<file path="config.mk">
export PLATFORM = sky130hd
export DESIGN_NAME = lcd_write_arbiter
export DESIGN_NICKNAME = d
export VERILOG_FILES = /design/src/rtl/lcd_write_arbiter.sv
export SDC_FILE = /design/constraint.sdc
export NUM_CORES = 1
export LEC_CHECK = 0
export CAP_MARGIN = 20
export CORE_MARGIN = 2
export CORE_UTILIZATION = 25
export CTS_BUF_LIST = sky130_fd_sc_hd__clkbuf_8
export CTS_CLUSTER_DIAMETER = 120
export DETAILED_ROUTE_END_ITERATION = 16
export PLACE_DENSITY = 0.48
export RECOVER_POWER = 50
export SYNTH_ARGS = -nofsm -noshare
export SYNTH_HDL_FRONTEND = slang
export SYNTH_SLANG_ARGS = --single-unit
</file>
<file path="constraint.sdc">
create_clock -name iCLK -period 2.5 [get_ports iCLK]
set_input_delay 0.25 -clock iCLK [delete_from_list [all_inputs] [get_ports iCLK]]
set_output_delay 0.25 -clock iCLK [all_outputs]
set_load 0.005 [all_outputs]
</file>
<file path="src/rtl/lcd_write_arbiter.sv">
// lcd_write_arbiter: shares one LCD_Controller byte-write port among N_REQ
// requesters. After reset it runs the HD44780 power-up words itself, then
// serves requesters round-robin. A grant stays locked to its owner until the
// owner presents a word flagged last, so multi-character messages stay whole.
//
// Controller handshake: oLCD_Start is held high with oLCD_DATA/oLCD_RS stable
// from the SEND cycle until the cycle in which iLCD_Done is sampled high. Start
// drops on the following edge. iLCD_Done is ignored while no write is pending.
// Every write is followed by DLY_CYC settle cycles before the next action.
module lcd_write_arbiter #(
  parameter int N_REQ   = 3,
  parameter int DLY_CYC = 262142,
  parameter int DLY_W   = 18
) (
  input  logic               iCLK,
  input  logic               iRST_N,
  input  logic [N_REQ-1:0]   iREQ,
  input  logic [9*N_REQ-1:0] iWORD,
  input  logic [N_REQ-1:0]   iLAST,
  output logic [N_REQ-1:0]   oACK,
  output logic [N_REQ-1:0]   oGNT,
  output logic               oBUSY,
  output logic               oINIT_DONE,
  output logic [7:0]         oLCD_DATA,
  output logic               oLCD_RS,
  output logic               oLCD_Start,
  input  logic               iLCD_Done
);

  localparam int IW = (N_REQ > 1) ? $clog2(N_REQ) : 1;
  localparam logic [DLY_W-1:0] DLY_LAST = DLY_W'(DLY_CYC - 1);
  localparam logic [IW-1:0]    OWN_MAX  = IW'(N_REQ - 1);
  localparam logic [2:0]       INIT_MAX = 3'd4;

  typedef enum logic [2:0] {
    S_INIT_LOAD = 3'd0,
    S_SEND      = 3'd1,
    S_WAIT_DONE = 3'd2,
    S_SETTLE    = 3'd3,
    S_ACK       = 3'd4,
    S_IDLE      = 3'd5
  } state_t;

  state_t           state, state_nx;
  logic [2:0]       init_idx;
  logic [IW-1:0]    rr_ptr, owner, owner_inc, pick_idx, cand;
  logic [IW:0]      sum;
  logic [N_REQ-1:0] pick_oh, gnt_r;
  logic             pick_valid, locked, last_word, settle_done;
  logic             init_done_r, busy_r, rs_r;
  logic [DLY_W-1:0] dly_cnt;
  logic [7:0]       data_r;
  logic [8:0]       init_word;
  logic [8:0]       words [N_REQ];

  // Fixed power-up command list, all with RS=0.
  always_comb begin
    case (init_idx)
      3'd0:    init_word = 9'h038;
      3'd1:    init_word = 9'h00C;
      3'd2:    init_word = 9'h001;
      3'd3:    init_word = 9'h006;
      default: init_word = 9'h080;
    endcase
  end

  // Split the flat word bus into one {RS, data} entry per requester.
  always_comb begin
    for (int i = 0; i < N_REQ; i++) words[i] = iWORD[9*i +: 9];
  end

  // Round-robin pick: first asserted request scanning upward from rr_ptr with wrap.
  always_comb begin
    pick_valid = 1'b0;
    pick_idx   = '0;
    pick_oh    = '0;
    sum        = '0;
    cand       = '0;
    for (int k = N_REQ - 1; k >= 0; k--) begin
      sum = {1'b0, rr_ptr} + (IW+1)'(k);
      if (sum >= (IW+1)'(N_REQ)) sum = sum - (IW+1)'(N_REQ);
      cand = sum[IW-1:0];
      if (iREQ[cand]) begin
        pick_valid = 1'b1;
        pick_idx   = cand;
      end
    end
    pick_oh[pick_idx] = pick_valid;
  end

  assign owner_inc   = (owner == OWN_MAX) ? '0 : owner + IW'(1);
  assign settle_done = (dly_cnt == DLY_LAST);

  // State register.
  always_ff @(posedge iCLK or negedge iRST_N) begin
    if (!iRST_N) state <= S_INIT_LOAD;
    else         state <= state_nx;
  end

  // Next-state logic.
  always_comb begin
    state_nx = state;
    case (state)
      S_INIT_LOAD: state_nx = S_SEND;
      S_SEND:      state_nx = S_WAIT_DONE;
      S_WAIT_DONE: if (iLCD_Done) state_nx = S_SETTLE;
      S_SETTLE: begin
        if (settle_done) begin
          if (!init_done_r) state_nx = (init_idx == INIT_MAX) ? S_IDLE : S_INIT_LOAD;
          else              state_nx = S_ACK;
        end
      end
      S_ACK:       state_nx = S_IDLE;
      S_IDLE: begin
        if (locked) begin
          if (iREQ[owner]) state_nx = S_SEND;
        end else if (pick_valid) begin
          state_nx = S_SEND;
        end
      end
      default:     state_nx = S_INIT_LOAD;
    endcase
  end

  // Datapath: word capture, grant/lock bookkeeping, settle counter, init progress.
  always_ff @(posedge iCLK or negedge iRST_N) begin
    if (!iRST_N) begin
      init_idx    <= '0;
      rr_ptr      <= '0;
      owner       <= '0;
      locked      <= 1'b0;
      last_word   <= 1'b0;
      gnt_r       <= '0;
      dly_cnt     <= '0;
      data_r      <= '0;
      rs_r        <= 1'b0;
      init_done_r <= 1'b0;
      busy_r      <= 1'b0;
    end else begin
      busy_r <= (state_nx != S_IDLE);
      case (state)
        S_INIT_LOAD: begin
          rs_r   <= init_word[8];
          data_r <= init_word[7:0];
        end
        S_SETTLE: begin
          if (settle_done) begin
            dly_cnt <= '0;
            if (!init_done_r) begin
              if (init_idx == INIT_MAX) init_done_r <= 1'b1;
              else                      init_idx    <= init_idx + 3'd1;
            end
          end else begin
            dly_cnt <= dly_cnt + DLY_W'(1);
          end
        end
        S_ACK: begin
          if (last_word) begin
            locked <= 1'b0;
            gnt_r  <= '0;
            rr_ptr <= owner_inc;
          end
        end
        S_IDLE: begin
          if (locked) begin
            if (iREQ[owner]) begin
              {rs_r, data_r} <= words[owner];
              last_word      <= iLAST[owner];
            end else begin
              locked <= 1'b0;
              gnt_r  <= '0;
              rr_ptr <= owner_inc;
            end
          end else if (pick_valid) begin
            owner          <= pick_idx;
            locked         <= 1'b1;
            gnt_r          <= pick_oh;
            {rs_r, data_r} <= words[pick_idx];
            last_word      <= iLAST[pick_idx];
          end
        end
        default: ;
      endcase
    end
  end

  assign oLCD_Start = (state == S_SEND) || (state == S_WAIT_DONE);
  assign oACK       = (state == S_ACK) ? gnt_r : '0;
  assign oGNT       = gnt_r;
  assign oBUSY      = busy_r;
  assign oINIT_DONE = init_done_r;
  assign oLCD_DATA  = data_r;
  assign oLCD_RS    = rs_r;

endmodule

</file>
==> results of run 1 <==
-- area by class of cell --
cell class,instances,share of cell area [%]
clock buffers,6,2.16
clock inverters,2,1.02
inverters,13,1.28
multi-input cells,266,45.0
flip-flops and latches,44,28.9
well taps,143,4.69
repair buffers,68,17.0
-- what timing repair did --
item | 4_1_cts | 5_1_grt
hold buffers | 1 | 0
endpoints found under the setup margin | 0 | 8
hold endpoints to repair | 17 | 0
gates resized for setup | 0 | 3
-- power groups by stage --
stage / combinational, mW / sequential (mW) / clock (mW)
floorplan: 0.368 / 0.897 / 0
global placement: 0.616 / 0.933 / 0
detailed placement: 0.621 / 0.933 / 0
CTS: 0.627 / 0.921 / 0.619
global route: 0.689 / 0.936 / 0.656
finish: 0.610 / 0.918 / 0.599
-- routing by layer --
| metal | wire length, um | up-vias | GRT usage, % |
|---|---|---|---|
| li1 | - | 1327 | - |
| met1 | 3960 | 1301 | 18.5 |
| met2 | 3940 | 66 | 21.0 |
| met3 | 305 | 10 | 1.93 |
| met4 | 161 | 0 | 4.55 |
| met5 | 0 | - | 0 |
-- cells in the final DEF (no fill, tap or decap), types with 3 or more instances in the layout --
master           instances
dfrtp_1                 44
clkdlybuf4s50_1         43
nor2_1                  40
nand2_1                 39
a21oi_1                 17
o21ai_0                 14
inv_1                   13
nand3_1                 13
mux2i_1                 13
xor2_1                  13
buf_4                   12
dlygate4sd3_1           10
ha_1                     9
and2_1                   8
nand4_1                  7
o21ai_1                  6
a31oi_1                  6
clkbuf_8                 6
nor2b_1                  5
a21o_1                   5
nor3_1                   4
xnor2_1                  4
a22o_1                   4
o211ai_1                 4
a221oi_1                 4
a221o_1                  4
and4_1                   3
o22ai_1                  3
and3_1                   3
o22a_1                   3
-- stage by stage --
step	worst slack, ns	instance area (um2)	power, mW	hold slack (ns)
floorplan	0.459	2970	1.27	-0.0456
global placement	0.0774	3680	1.55	0.211
detailed placement	0.0839	3680	1.55	0.210
CTS	0.0447	3810	2.17	0.405
global route	0.0150	3820	2.28	0.553
finish	0.102	3820	2.13	0.507
-- cells by family (layout without fill, tap and decap cells) --
| logic type | after synthesis | count (layout) | share of synthesized area [%] |
|---|---|---|---|
| multiplexers | 15 | 15 | 5.23 |
| AND/OR/NAND/NOR | 134 | 134 | 21.7 |
| adder cells (fa/ha/maj) | 11 | 11 | 4.64 |
| XOR/XNOR | 17 | 17 | 5.01 |
| buffers and inverters | 33 | 89 | 5.48 |
| flip-flops | 44 | 44 | 37.1 |
| AO/OA/AOI/OAI | 89 | 89 | 20.8 |
-- flip-flops by register name, indices dropped and copies added (netlist names) --
signal / flops
dly_cnt: 18
oLCD_DATA: 8
init_idx: 3
oGNT: 3
state: 3
owner: 2
rr_ptr: 2
last_word: 1
locked: 1
oBUSY: 1
oINIT_DONE: 1
oLCD_RS: 1
-- worst max-delay path, delay by kind of cell (launching register included) --
kind                       cells  cell delay, ns
AOI/OAI and AO/OA              4            0.76
DFF                            1            0.41
buffers and inverters          2            0.32
muxes                          1            0.32
adders and majority gates      1            0.29
and+or+nand+nor                1            0.18
-- final timing paths --
| kind | endpoint | slack [ns] | depth (start not counted) |
|---|---|---|---|
| worst min-delay path | last_word$_DFFE_PN0P_ | 0.51 | 2 |
| max in group asynchronous | oLCD_DATA[7]$_DFFE_PN0P_ | 0.58 | 3 |
| min in group asynchronous | dly_cnt[5]$_DFFE_PN0P_ | 0.62 | 2 |
| worst max-delay path | oLCD_DATA[2]$_DFFE_PN0P_ | 0.10 | 9 |
| worst max register to register | oLCD_DATA[2]$_DFFE_PN0P_ | 0.10 | 9 |
| worst min register to register | last_word$_DFFE_PN0P_ | 0.51 | 2 |
==> results.cfg, run 1 <==
[final_layout]
multi_input_area_um2 = 1720
fillers = 1187
nets = 445
layout.cells.non_filler = 542
area_delta_synth_final_pct = 28.5
final_util_pct = 33.1
seqCellArea_um2 = 1100
layout-drive-gt1-share_pct = 9.02
insertedDiodeCount = 0

[critical_path]
path_max_fanout = 8
worstSetupStartpointType = register
r2r_start = rr_ptr[1]$_DFFE_PN0P_
slowest_stage = dfrtp_1
end_kind = register
crit_chain = inv_1 -> ha_2 -> mux2i_2 -> a211oi_2 -> a31o_1 -> buf_4 -> and3_1 -> o21ai_1 -> a21oi_1
setup.worst_path.class = register to register
cp.arrival_ns = 2.59
cpPeakStageDelay_ns = 0.41
startpoint = rr_ptr[1]$_DFFE_PN0P_
critical_path_required_ns = 2.69

[synthesis]
ys_top_cells_by_area = dfrtp_1 (37%), nor2_1 (5.1%), nand2_1 (4.9%)
synth_edf_count = 0
synth_common_cells = dfrtp_1 (44), nor2_1 (40), nand2_1 (39)
async_flop_share_pct = 100
ys_seq_area_share_pct = 37.1
synth.largest_area_cell = dfrtp_1
synthFlopType = dfrtp_1
netlist_area_um2 = 2970
yosysMostFrequentCell = dfrtp_1
netlist_instances = 343
syn_nets = 390
synth_warnings = 0
yosys.cell_types.count = 55
synth-seq-cells = 44
yosysTopAreaCellShare_pct = 37.1
synth_area_per_cell_um2 = 8.66

[route]
firstDrtPassIters = 10
wl_per_cell_um = 15.4
vias = 2704
initialDrtViolationCount = 112
vias_per_cell = 4.99
totalWireLength_um = 8370
ant_nets = 0
drc = 1

[clock_network]
cts.reportedPaths.clkPinSlew_ns = 0.09
cts-root-buf = clkbuf_8
insertion_delay_ns = 0.30
h-tree-depth = 2
cts_buffers = 5
clock_sinks = 44
post_cts_buffers = 0
ctsLongestPathBuffers = 2
cts_tree = yes

[timing]
fin_crit_ns = 2.40
fin_crit_sh_pct = 95.9
fin_setup_tns_ns = 0
drv_slew = 0
slew_headroom_pct = 33.0
worst_clock_skew_ns = 0.00579
max_freq_ghz = 0.417
rsz0062_at_grt = no
finalSetupViolCount = 0
finalHoldViolCount = 0
worst_slew_pin_slew_ns = 1.01

[placement]
dp_hpwl_um = 6220
dp_cells = 533
gp_congestion = 0.810
port_buffers = 53

[outcome]
violations = DRC
outcome = complete, but fails checks

[floorplanning]
rows = 39
die_y_um = 113
io-pin-count = 54
dieWidth_um = 113
coreArea_um2 = 11500
die_area_um2 = 12800
initial_core_util_pct = 25.8

[power_and_ir_drop]
power_frac_comb_pct = 28.7
clkPwrFrac_pct = 28.1
p_leak_nw = 1.57
p_switching_mw = 0.684
p_per_area_nw_per_um2 = 557
p_int_mw = 1.44
peakVddDrop_mv = 0.285
seqPwrFrac_pct = 43.2
p_sw_share_pct = 32.1

[global_routing]
grt_pass1_wl_um = 13500
overflow = 0
grt_max_degree = 28
antenna_found_initial = 0
grt_pass1_vias = 2586
grt_usage_pct = 13.2

[hold_path]
hold_path_class = register to register
hold_start = last_word$_DFFE_PN0P_

[flow_run]
cap_violations = 0
Note: power is estimated with default switching activity, not from simulation.
==> run 2: changes to the inputs <==
--- a/config.mk
+++ b/config.mk
@@ -7,11 +7,11 @@
 export LEC_CHECK = 0
 export CAP_MARGIN = 20
 export CORE_MARGIN = 2
-export CORE_UTILIZATION = 25
+export CORE_UTILIZATION = 40
 export CTS_BUF_LIST = sky130_fd_sc_hd__clkbuf_8
 export CTS_CLUSTER_DIAMETER = 120
 export DETAILED_ROUTE_END_ITERATION = 16
-export PLACE_DENSITY = 0.48
+export PLACE_DENSITY = 0.68
 export RECOVER_POWER = 50
 export SYNTH_ARGS = -nofsm -noshare
 export SYNTH_HDL_FRONTEND = slang
==> run 2 against run 1 <==
  * The run now ends clean
  * Setup slack better by 0.040 ns
  * Clock skew is 0.0012 ns higher
  * Critical path depth is 1 lower
  * Sequential cell count stayed put
  * Utilization is 18 points higher
  * Clock-buffer cell count stayed put
  * Non-clock buffer count is 3 lower
  * First-iteration DRC count is 7.1% higher
  * Global-route usage is 5.4 points higher
  * Critical endpoint is now oLCD_DATA[7]$_DFFE_PN0P_
  * Largest cell class unchanged
  * Highest routed layer unchanged
==> results.cfg, run 2 (same netlist as run 1, synthesis figures left out) <==
[critical_path]
worstReg2RegEnd = oLCD_DATA[7]$_DFFE_PN0P_
critical_path_required_ns = 2.74
startpoint = rr_ptr[0]$_DFFE_PN0P_
cp.arrival_ns = 2.59
crit_end = oLCD_DATA[7]$_DFFE_PN0P_
rrSetupSlack_ns = 0.14
r2r.worst_path.cells = 8
worstSetupStartpointType = register
end_kind = register
path_max_fanout = 13
r2r_start = rr_ptr[0]$_DFFE_PN0P_
setup.worst_path.class = register to register

[final_layout]
nets = 442
layout-drive-gt1-share_pct = 8.08
final_cell_mix = dfrtp_1 (44), clkdlybuf4s50_1 (44), nor2_1 (40)
largest_register_ffs = 18
area_delta_synth_final_pct = 24.7
insertedDiodeCount = 0
fillers = 719
largest_register = dly_cnt
final_util_pct = 51.3

[route]
vias = 2666
totalWireLength_um = 7280
dr.max_layer_used = met4
ant_nets = 0
wl_met2_um = 3450
drc = 0
wl_met1_um = 3410
routed-wl-met3_um = 332
initialDrtViolationCount = 120
firstDrtPassIters = 4
wl_per_cell_um = 14.7
vias_per_cell = 5.39

[clock_network]
clock_sinks = 44
post_cts_buffers = 0
cts.reportedPaths.clkPinSlew_ns = 0.08
cts_buffers = 5
cts_tree = yes
cts-root-buf = clkbuf_8
ctsLongestPathBuffers = 2
insertion_delay_ns = 0.31
h-tree-depth = 2

[timing]
finalHoldViolCount = 0
fin_setup_tns_ns = 0
finalSetupViolCount = 0
fin_hold_ws_ns = 0.283
worst_slew_pin_slew_ns = 1.02
worst_slack_ns = 0.142
drv_slew = 0
max_freq_ghz = 0.424
fin_crit_ns = 2.36
worst_clock_skew_ns = 0.00698
slew_headroom_pct = 32.2
rsz0062_at_grt = no
fin_crit_sh_pct = 94.3

[placement]
port_buffers = 53
dp_hpwl_um = 5410
gp_congestion = 0.798
dp_slack_ns = 0.0741

[global_routing]
overflow = 0
grt_max_degree = 45
grt_pass1_wl_um = 12400
antenna_found_initial = 0
grt_pass1_vias = 2609
grt_usage_pct = 18.6

[power_and_ir_drop]
p_per_area_nw_per_um2 = 532
peakVddDrop_mv = 0.206
p_leak_nw = 1.55

[floorplanning]
rows = 31
coreArea_um2 = 7210
io-pin-count = 54
dieWidth_um = 90.2
die_area_um2 = 8130
die_y_um = 90.2
initial_core_util_pct = 41.2

[outcome]
outcome = complete, no violations

[flow_run]
cap_violations = 0

[hold_path]
hold_path_class = primary input to async pin
[run 2: worst max-delay path, cell delays in order, from the launching register on]
cell	delay [ns]
dfrtp_1	0.41
inv_1	0.11
ha_2	0.31
nor2b_1	0.14
o211ai_1	0.35
a21o_2	0.35
nand3_1	0.11
a221o_1	0.35
a31oi_1	0.16
[run 2: worst min-delay path by stage]
stage / start / to / slack [ns] / cells after the start
4_1_cts: iRST_N / oBUSY$_DFF_PN0_ / 0.14 / 1
3_5_place_dp: iRST_N / dly_cnt[6]$_DFFE_PN0P_ / 0.47 / 1
2_1_floorplan: iRST_N / dly_cnt[0]$_DFFE_PN0P_ / -0.05 / 0
6_report: iRST_N / dly_cnt[3]$_DFFE_PN0P_ / 0.28 / 2
5_1_grt: iRST_N / dly_cnt[6]$_DFFE_PN0P_ / 0.29 / 2
3_3_place_gp: iRST_N / dly_cnt[7]$_DFFE_PN0P_ / 0.46 / 1
[run 2: per-stage QoR]
stage | cells | cell area [um2] | power [mW]
3_3_place_gp | 485 | 3580 | 1.51
6_report | 495 | 3700 | 1.97
2_1_floorplan | 343 | 2970 | 1.27
4_1_cts | 493 | 3670 | 1.99
3_5_place_dp | 485 | 3580 | 1.52
5_1_grt | 495 | 3700 | 2.12
[run 2: power by group]
part	switching [mW]	internal [mW]
sequential	0.120	0.815
clock	0.247	0.221
combinational	0.277	0.290
total	0.644	1.33
[run 2: timing repair]
item / in CTS / in global routing
setup endpoints to repair: 0 / 5
gates resized for setup: 0 / 4
endpoints found under the hold margin: 0 / 44
hold buffers: 0 / 1
[run 2: final cells by class]
cell class	instances	area, um2	area share, %
clock buffers	6	82.6	2.23
well taps	99	124	3.35
flip-flops and latches	44	1100	29.7
repair buffers	65	614	16.6
clock inverters	2	11.3	0.304
multi-input cells	266	1720	46.5
inverters	13	48.8	1.32
[run 2: per-layer routing]
metal	up-vias	track usage (%)
met5	-	0
li1	1326	-
met4	0	4.74
met2	71	30.9
met3	9	4.02
met1	1260	24.8
==> run 3: changes to the inputs <==
--- a/config.mk
+++ b/config.mk
@@ -7,11 +7,11 @@
 export LEC_CHECK = 0
 export CAP_MARGIN = 20
 export CORE_MARGIN = 2
-export CORE_UTILIZATION = 40
+export CORE_UTILIZATION = 52
 export CTS_BUF_LIST = sky130_fd_sc_hd__clkbuf_8
 export CTS_CLUSTER_DIAMETER = 120
 export DETAILED_ROUTE_END_ITERATION = 16
-export PLACE_DENSITY = 0.68
+export PLACE_DENSITY = 0.83
 export RECOVER_POWER = 50
 export SYNTH_ARGS = -nofsm -noshare
 export SYNTH_HDL_FRONTEND = slang
==> run 3 against run 2 <==
  * Sequential cell count unchanged
  * Sequential share of layout area up 0.47 points
  * Setup slack worse by 0.0037 ns
  * Clock skew down 0.00077 ns
  * Clock-buffer cell count unchanged
  * Routed wire length up 0.63%
  * Critical path type unchanged
==> results.cfg, run 3 (same netlist as run 1, synthesis figures left out) <==
[route]
wl_per_cell_um = 15.8
totalWireLength_um = 7330
drc = 0
ant_nets = 0
initialDrtViolationCount = 222
firstDrtPassIters = 4
vias_per_cell = 5.84
vias = 2706

[power_and_ir_drop]
peakVddDrop_mv = 0.627
p_per_area_nw_per_um2 = 545
p_leak_nw = 1.52
finalPower_mw = 1.99

[final_layout]
final_util_pct = 66.2
area_delta_synth_final_pct = 22.7
final_cell_mix = dfrtp_1 (44), clkdlybuf4s50_1 (43), nor2_1 (40)
seqCellArea_um2 = 1100
nets = 437
largest_register_ffs = 18
fin_area_um2 = 3640
multi_input_area_um2 = 1730
insertedDiodeCount = 0
fillers = 439
largest_register = dly_cnt
layout.cells.non_filler = 463
final_common_cell = dfrtp_1
layout-drive-gt1-share_pct = 7.93

[global_routing]
grt_max_degree = 45
antenna_found_initial = 0
grt_usage_pct = 24.6
grt_pass1_wl_um = 12200
overflow = 0
grt_pass1_vias = 2553

[critical_path]
cpPeakStageDelay_ns = 0.41
path_max_fanout = 11
rrSetupSlack_ns = 0.14
cp.arrival_ns = 2.59
worstReg2RegEnd = oLCD_DATA[0]$_DFFE_PN0P_
end_kind = register
crit_chain = inv_1 -> ha_1 -> mux2_1 -> nand4b_1 -> a31o_2 -> nand3_1 -> a221o_1 -> a31oi_1
worstSetupStartpointType = register
r2r_start = rr_ptr[0]$_DFFE_PN0P_
critical_path_required_ns = 2.73
setup.worst_path.class = register to register
r2r.worst_path.cells = 8
slowest_stage = dfrtp_1

[clock_network]
cts_buffers = 5
insertion_delay_ns = 0.30
cts-root-buf = clkbuf_8
ctsLongestPathBuffers = 2
h-tree-depth = 2
cts.reportedPaths.clkPinSlew_ns = 0.09
clock_sinks = 44
cts_tree = yes

[timing]
max_freq_ghz = 0.423
fin_crit_sh_pct = 94.5
worst_slack_ns = 0.138
fin_setup_tns_ns = 0
rsz0062_at_grt = no
finalHoldViolCount = 0
finalSetupViolCount = 0
fin_hold_ws_ns = 0.138
worst_clock_skew_ns = 0.00621
drv_slew = 0
worst_slew_pin_slew_ns = 1.09
slew_headroom_pct = 27.2
fin_crit_ns = 2.36

[placement]
dp_hpwl_um = 5460
dp_cells = 455
gp_congestion = 0.894
placed_area_um2 = 3520
dp_slack_ns = 0.0381
port_buffers = 53

[floorplanning]
io-pin-count = 54
die_y_um = 79.6
die_area_um2 = 6330
initial_core_util_pct = 53.9
rows = 27
coreArea_um2 = 5510
dieWidth_um = 79.6

[outcome]
outcome = complete, no violations

[hold_path]
hold_path_class = primary input to async pin

[flow_run]
cap_violations = 0
-- run 3: worst max-delay path: cells and delay by family (launching register included) --
family	cells	cell delay (ns)
adders and majority gates	1	0.33
muxes	1	0.35
DFF	1	0.41
AOI/OAI and AO/OA	3	0.84
and+or+nand+nor	2	0.23
buffers and inverters	1	0.11
-- run 3: worst max path at each step --
stage          slack [ns]                   from  cells past startpoint                  endpoint
2_1_floorplan        0.46  rr_ptr[1]$_DFFE_PN0P_                     10  oLCD_DATA[0]$_DFFE_PN0P_
3_3_place_gp         0.16  rr_ptr[0]$_DFFE_PN0P_                      8  oLCD_DATA[0]$_DFFE_PN0P_
3_5_place_dp         0.04  rr_ptr[0]$_DFFE_PN0P_                      8  oLCD_DATA[0]$_DFFE_PN0P_
4_1_cts              0.03  rr_ptr[0]$_DFFE_PN0P_                      8  oLCD_DATA[0]$_DFFE_PN0P_
5_1_grt              0.03  rr_ptr[0]$_DFFE_PN0P_                      8  oLCD_DATA[7]$_DFFE_PN0P_
6_report             0.14  rr_ptr[0]$_DFFE_PN0P_                      8  oLCD_DATA[0]$_DFFE_PN0P_
-- run 3: layout make-up --
type,count,share of cell area (%)
multi-input combinational,266,47.4
sequential,44,30.2
timing repair buffer,60,15.9
tap,72,2.47
clock buffer,6,2.27
inverter,13,1.34
clock inverter,2,0.412
-- run 3: metal layers --
| layer | share of wire [%] | global-route usage [%] | wire, um | vias up |
|---|---|---|---|---|
| met2 | 48 | 39.0 | 3530 | 81 |
| met3 | 4.9 | 3.96 | 359 | 19 |
| met5 | 0 | 0 | 0 | - |
| met1 | 44 | 33.6 | 3250 | 1292 |
| li1 | - | - | - | 1314 |
| met4 | 2.6 | 9.83 | 194 | 0 |
-- run 3: power by group --
part	total (mW)	internal [mW]	leakage (nW)	switching, mW
Sequential	0.935	0.815	0.561	0.120
Combinational	0.577	0.285	0.918	0.292
Clock	0.475	0.224	0.0434	0.251
Total	1.99	1.32	1.52	0.663
-- run 3: repair_timing --
item | CTS | global route
setup buffers | 0 | 0
gates resized for setup | 0 | 6
hold buffers | 0 | 0
endpoints found under the setup margin | 0 | 5
